$ cat src/rtl/xc_rf_param.sv
// Parameterised multi-port register file with pair writes, a pending-bit
// scoreboard and a post-reset scrub that zeroes every entry before use.
module xc_rf_param #(
    parameter int XLEN   = 32,
    parameter int NREGS  = 32,
    parameter int NRD    = 3,
    parameter int RD_REG = 0,
    localparam int AW    = $clog2(NREGS),
    localparam int IW    = AW - 1,
    localparam int HN    = NREGS / 2
) (
    input  logic                clk,
    input  logic                srst,
    output logic                busy,
    input  logic [NRD*AW-1:0]   rs_addr,
    output logic [NRD*XLEN-1:0] rs_rdata,
    output logic [NRD-1:0]      rs_pend,
    input  logic                rd_wen,
    input  logic                rd_wide,
    input  logic [AW-1:0]       rd_addr,
    input  logic [XLEN-1:0]     rd_wdata,
    input  logic [XLEN-1:0]     rd_wdata_hi,
    output logic                wr_err,
    input  logic                lock_en,
    input  logic                lock_wide,
    input  logic [AW-1:0]       lock_addr
);

    typedef enum logic {IDLE, SCRUB} state_t;

    state_t            state_reg;
    logic [IW-1:0]     scrub_idx_reg;
    logic              wr_err_reg;
    logic [NREGS-1:0]  pend_reg;
    logic [NREGS-1:0]  pend_next;
    logic [NREGS-1:0]  wr_mask;
    logic [NREGS-1:0]  lk_mask;

    logic [XLEN-1:0]   even_mem [HN];
    logic [XLEN-1:0]   odd_mem  [HN];

    logic              scrubbing;
    logic              scrub_we;
    logic              wr_ok;
    logic              even_we;
    logic              odd_we;
    logic              lk_ok;
    logic [IW-1:0]     wr_idx;
    logic [XLEN-1:0]   odd_wdata;

    assign scrubbing = (state_reg == SCRUB);
    assign scrub_we  = scrubbing && !srst;
    assign busy      = srst || scrubbing;
    assign wr_err    = wr_err_reg;

    // A wide write is only legal on an even address; odd pair writes are dropped.
    assign wr_ok     = !busy && rd_wen && !(rd_wide && rd_addr[0]);
    assign wr_idx    = rd_addr[AW-1:1];
    assign even_we   = wr_ok && (rd_wide || !rd_addr[0]) && (rd_addr != '0);
    assign odd_we    = wr_ok && (rd_wide || rd_addr[0]);
    assign odd_wdata = rd_wide ? rd_wdata_hi : rd_wdata;
    assign lk_ok     = !busy && lock_en && !(lock_wide && lock_addr[0]);

    always_ff @(posedge clk) begin
        if (srst) begin
            state_reg     <= SCRUB;
            scrub_idx_reg <= '0;
            wr_err_reg    <= 1'b0;
            pend_reg      <= '0;
        end else begin
            wr_err_reg <= !scrubbing && rd_wen && rd_wide && rd_addr[0];
            pend_reg   <= pend_next;
            case (state_reg)
                SCRUB: begin
                    scrub_idx_reg <= scrub_idx_reg + IW'(1);
                    if (scrub_idx_reg == IW'(HN - 1)) begin
                        state_reg <= IDLE;
                    end
                end
                default: state_reg <= IDLE;
            endcase
        end
    end

    always_ff @(posedge clk) begin
        if (scrub_we) begin
            even_mem[scrub_idx_reg] <= '0;
        end else if (even_we) begin
            even_mem[wr_idx] <= rd_wdata;
        end
    end

    always_ff @(posedge clk) begin
        if (scrub_we) begin
            odd_mem[scrub_idx_reg] <= '0;
        end else if (odd_we) begin
            odd_mem[wr_idx] <= odd_wdata;
        end
    end

    // Locks are applied after write clears so a same-cycle lock keeps the bit set.
    always_comb begin
        wr_mask = '0;
        lk_mask = '0;
        if (even_we) wr_mask[{wr_idx, 1'b0}] = 1'b1;
        if (odd_we)  wr_mask[{wr_idx, 1'b1}] = 1'b1;
        if (lk_ok) begin
            lk_mask[lock_addr] = 1'b1;
            if (lock_wide) lk_mask[{lock_addr[AW-1:1], 1'b1}] = 1'b1;
        end
        pend_next = (pend_reg & ~wr_mask) | lk_mask;
        if (scrub_we) begin
            pend_next[{scrub_idx_reg, 1'b0}] = 1'b0;
            pend_next[{scrub_idx_reg, 1'b1}] = 1'b0;
        end
        pend_next[0] = 1'b0;
    end

    genvar gi;
    generate
        for (gi = 0; gi < NRD; gi++) begin : g_port
            logic [AW-1:0]   a;
            logic [XLEN-1:0] comb_data;
            logic [XLEN-1:0] data_sel;
            logic            pend_sel;

            assign a         = rs_addr[gi*AW +: AW];
            assign comb_data = (a == '0) ? '0 :
                               (a[0] ? odd_mem[a[AW-1:1]] : even_mem[a[AW-1:1]]);

            if (RD_REG != 0) begin : g_reg
                logic [XLEN-1:0] fwd_data;
                logic [XLEN-1:0] data_reg;
                logic            pend_bit_reg;

                // Write-first: data landing at this edge replaces the stale array value.
                assign fwd_data = (even_we && (a == {wr_idx, 1'b0})) ? rd_wdata  :
                                  (odd_we  && (a == {wr_idx, 1'b1})) ? odd_wdata :
                                  comb_data;

                always_ff @(posedge clk) begin
                    if (busy) begin
                        data_reg     <= '0;
                        pend_bit_reg <= 1'b0;
                    end else begin
                        data_reg     <= fwd_data;
                        pend_bit_reg <= pend_next[a];
                    end
                end

                assign data_sel = data_reg;
                assign pend_sel = pend_bit_reg;
            end else begin : g_comb
                assign data_sel = comb_data;
                assign pend_sel = pend_reg[a];
            end

            assign rs_rdata[gi*XLEN +: XLEN] = busy ? '0 : data_sel;
            assign rs_pend[gi]               = busy ? 1'b0 : pend_sel;
        end
    endgenerate

endmodule

$ cat config.mk
export PLATFORM = sky130hd
export DESIGN_NAME = xc_rf_param
export DESIGN_NICKNAME = d
export VERILOG_FILES = /design/src/rtl/xc_rf_param.sv
export SDC_FILE = /design/constraint.sdc
export NUM_CORES = 2
export LEC_CHECK = 0
export ABC_AREA = 0
export BUFFER_PORTS_ARGS = -buffer_cell sky130_fd_sc_hd__buf_2
export CAP_MARGIN = 20
export CORE_AREA = 2 2 436 222
export CTS_BUF_LIST = sky130_fd_sc_hd__clkbuf_16
export CTS_CLUSTER_SIZE = 40
export DETAILED_ROUTE_END_ITERATION = 10
export DIE_AREA = 0 0 438 224
export PLACE_DENSITY = 0.83
export SYNTH_ARGS = -nofsm -noshare
export SYNTH_HDL_FRONTEND = slang
export SYNTH_SLANG_ARGS = --single-unit
$ cat constraint.sdc
create_clock -name clk -period 5.8 [get_ports clk]
set_clock_uncertainty 0.05 [all_clocks]
set_input_delay 1.16 -clock clk [delete_from_list [all_inputs] [get_ports clk]]
set_output_delay 1.16 -clock clk [all_outputs]
set_load 0.03 [all_outputs]
==> results.json <==
{
  "status": "finished clean",
  "combPwrFrac_pct": 9.8,
  "synth_edf_count": 1024,
  "p_int_mw": 12.20,
  "nets": 3401,
  "worst_slew_pin_slew_ns": 1.277,
  "vias_per_cell": 8.475,
  "syn2layout_area_growth_pct": 10.32,
  "cts.clk_slew.worst_paths_ns": 0.07,
  "placement.io_buffers": 195,
  "rsz0062_at_grt": "false",
  "switchingPower_mw": 3.863,
  "cts_sinks": 1061,
  "dr.pass1.iters": 6,
  "seqPwrFrac_pct": 52.4,
  "yosysSeqAreaShare_pct": 53.51,
  "required_ns": 4.59,
  "setup_viol": 0,
  "p_clk_share_pct": 37.7,
  "postCtsSetupRepairBufs": 0,
  "cp_max_fo": 44,
  "synthDistinctLibCells": 52,
  "async_flop_share_pct": 0,
  "wl_per_cell_um": 45.17,
  "cp_slowest_cell": "or4_2",
  "cts_tree": "yes",
  "hold_violations": 0,
  "die_x_um": 438,
  "leakage_nw": 23.19,
  "yosys_warnings": 0,
  "final_common_cell": "edfxtp_1",
  "final_cell_mix": "1024 x edfxtp_1, 789 x mux4_2, 423 x mux2i_1",
  "power.total_mw": 16.06,
  "path_cells": "buf_8, nor3_1, or4_2, buf_4, o22a_1, o221ai_1, buf_2",
  "hold_buffers": 0,
  "start_util_pct": 62.41,
  "hpwlAfterDp_um": 128300,
  "drc": 0,
  "postSynthAreaPerCell_um2": 18.90,
  "drt_iter0_markers": 7442,
  "grt_pass1_vias": 38240,
  "rows": 80,
  "io_pins": 196,
  "num_vias": 39380,
  "grt_usage_pct": 43.39,
  "synth_area_um2": 58850,
  "core_um2": 94290,
  "drive_gt1_share_pct": 40.31,
  "hold_path.class": "reg2reg",
  "cp-end-kind": "output pin",
  "synth_ff_type": "edfxtp_1",
  "powerDensity_nw_per_um2": 247.4,
  "path_buf_inv": 3,
  "grt_first_pass_wirelength_um": 294200,
  "fin_crit_sh_pct": 97.52,
  "cts_made_buffers": 93,
  "arrival_ns": 4.45,
  "drv_slew": 0,
  "place_congestion": 1.016,
  "ant_nets": 0,
  "clockBufferDepth": 3,
  "cpPeakStageDelay_ns": 0.76,
  "root_buffer": "clkbuf_16",
  "dieHeight_um": 224,
  "synthCells": 3114,
  "antenna_found_initial": 21,
  "cts.htree.levels": 3,
  "switching_share_pct": 24.05,
  "syn_nets": 3213,
  "crit_family": "simple AND/OR/NAND/NOR gates",
  "cts_resized": 0,
  "fin_crit_ns": 5.656,
  "fmax_ghz": 0.1768,
  "peakVddDrop_uv": 246.3,
  "max-cap-violations": 0,
  "grt_max_degree": 69,
  "drt_wl_total_um": 209900,
  "die-area_um2": 98110,
  "clk_latency_ns": 0.71,
  "crit_type": "in2out",
  "globalRouteOverflowTotal": 0,
  "yosys_register_bits": 1061,
  "relSlewSlack_pct": 14.55,
  "setup_tns_ns": 0,
  "crit_path_start_kind": "input pin"
}
==> worst min-delay path, stage by stage (launching register included) <==
cell and delay, ns:
dfxtp_1 0.33, o21ai_0 0.08, a21oi_1 0.07
==> synthesized netlist by cell type, types with 2 or more instances <==
| master | count | share of area [%] |
|---|---|---|
| edfxtp_1 | 1024 | 52 |
| mux4_2 | 789 | 30 |
| mux2i_1 | 423 | 7.2 |
| clkbuf_1 | 108 | 0.69 |
| o221ai_1 | 96 | 1.4 |
| o22a_1 | 96 | 1.4 |
| buf_2 | 88 | 0.75 |
| nor2_1 | 77 | 0.49 |
| nand2_1 | 59 | 0.38 |
| buf_6 | 49 | 0.94 |
| dfxtp_1 | 37 | 1.3 |
| and2_1 | 35 | 0.37 |
| buf_1 | 34 | 0.22 |
| o21ai_0 | 33 | 0.28 |
| a221oi_1 | 26 | 0.39 |
| a21oi_1 | 15 | 0.13 |
| buf_4 | 14 | 0.18 |
| nand3_1 | 12 | 0.10 |
| o22ai_1 | 9 | 0.096 |
| inv_1 | 8 | 0.051 |
| nand3b_1 | 7 | 0.089 |
| a211oi_1 | 6 | 0.077 |
| a21o_1 | 6 | 0.077 |
| mux2_2 | 6 | 0.11 |
| nor2b_1 | 6 | 0.064 |
| a31oi_1 | 5 | 0.053 |
| nor3_1 | 5 | 0.043 |
| ha_1 | 4 | 0.085 |
| and3_1 | 3 | 0.032 |
| nand2b_1 | 3 | 0.032 |
| nor3b_1 | 3 | 0.038 |
| or4_1 | 3 | 0.038 |
| xor2_1 | 3 | 0.045 |
| a21boi_0 | 2 | 0.026 |
| and3b_1 | 2 | 0.030 |
| buf_8 | 2 | 0.051 |
==> final cells by class <==
| class | instances | area, µm² |
|---|---|---|
| Clock inverter | 68 | 446.7 |
| Fill cell | 5852 | 29370 |
| Antenna cell | 7 | 17.52 |
| Sequential cell | 1061 | 31490 |
| Timing Repair Buffer | 389 | 2992 |
| Tap cell | 1271 | 1590 |
| Clock buffer | 94 | 2352 |
| Multi-Input combinational cell | 1748 | 26000 |
| Inverter | 9 | 33.78 |
==> power by group through the flow <==
stage          clock network [mW]  logic, mW  registers (mW)
2_1_floorplan                   0       1.04            8.56
3_3_place_gp                    0       1.52            8.57
3_5_place_dp                    0       1.53            8.58
4_1_cts                      6.04       1.54            8.42
5_1_grt                      6.30       1.62            8.42
6_report                     6.06       1.58            8.42
==> cells by family after synthesis <==
logic type / Yosys count / synth area share, %
adders and majority gates: 4 / 0.08505
muxes: 1218 / 37.50
buffers and inverters: 305 / 2.913
AOI/OAI and AO/OA: 298 / 4.046
DFF: 1061 / 53.51
xor gates and xnor gates: 4 / 0.05954
and+or+nand+nor: 224 / 1.884
==> routing by layer <==
| layer | up-vias | global-route usage, % | wire length (µm) |
|---|---|---|---|
| li1 | 14110 | - | - |
| met1 | 20090 | 60.92 | 71500 |
| met2 | 4344 | 56.58 | 84740 |
| met3 | 808 | 22.48 | 42180 |
| met4 | 28 | 19.13 | 11240 |
| met5 | - | 0.6843 | 261 |
==> path summary, 6_finish.rpt <==
path                start       endpoint  slack [ns]  cells after the start
min reg2reg  pend_reg[27]   pend_reg[27]        0.47                      2
min          pend_reg[27]   pend_reg[27]        0.47                      2
max reg2reg     scrubbing  odd_mem[8][5]        1.91                      9
max            rs_addr[7]   rs_rdata[32]        0.14                      7
==> stage by stage <==
stage	cells	area [µm²]	setup slack, ns	util (%)	hold WS (ns)
after floorplan	3114	58850	0.8992	-	0.4167
after global placement	4462	61880	0.2859	65.63	0.4595
after detailed placement	4468	62000	0.4460	65.76	0.4470
after CTS	4630	64800	0.4349	68.72	0.4605
after global routing	4644	64910	0.3269	68.85	0.5061
final	4647	64920	0.1438	68.85	0.4705
Power figures use the tool's default switching activity.
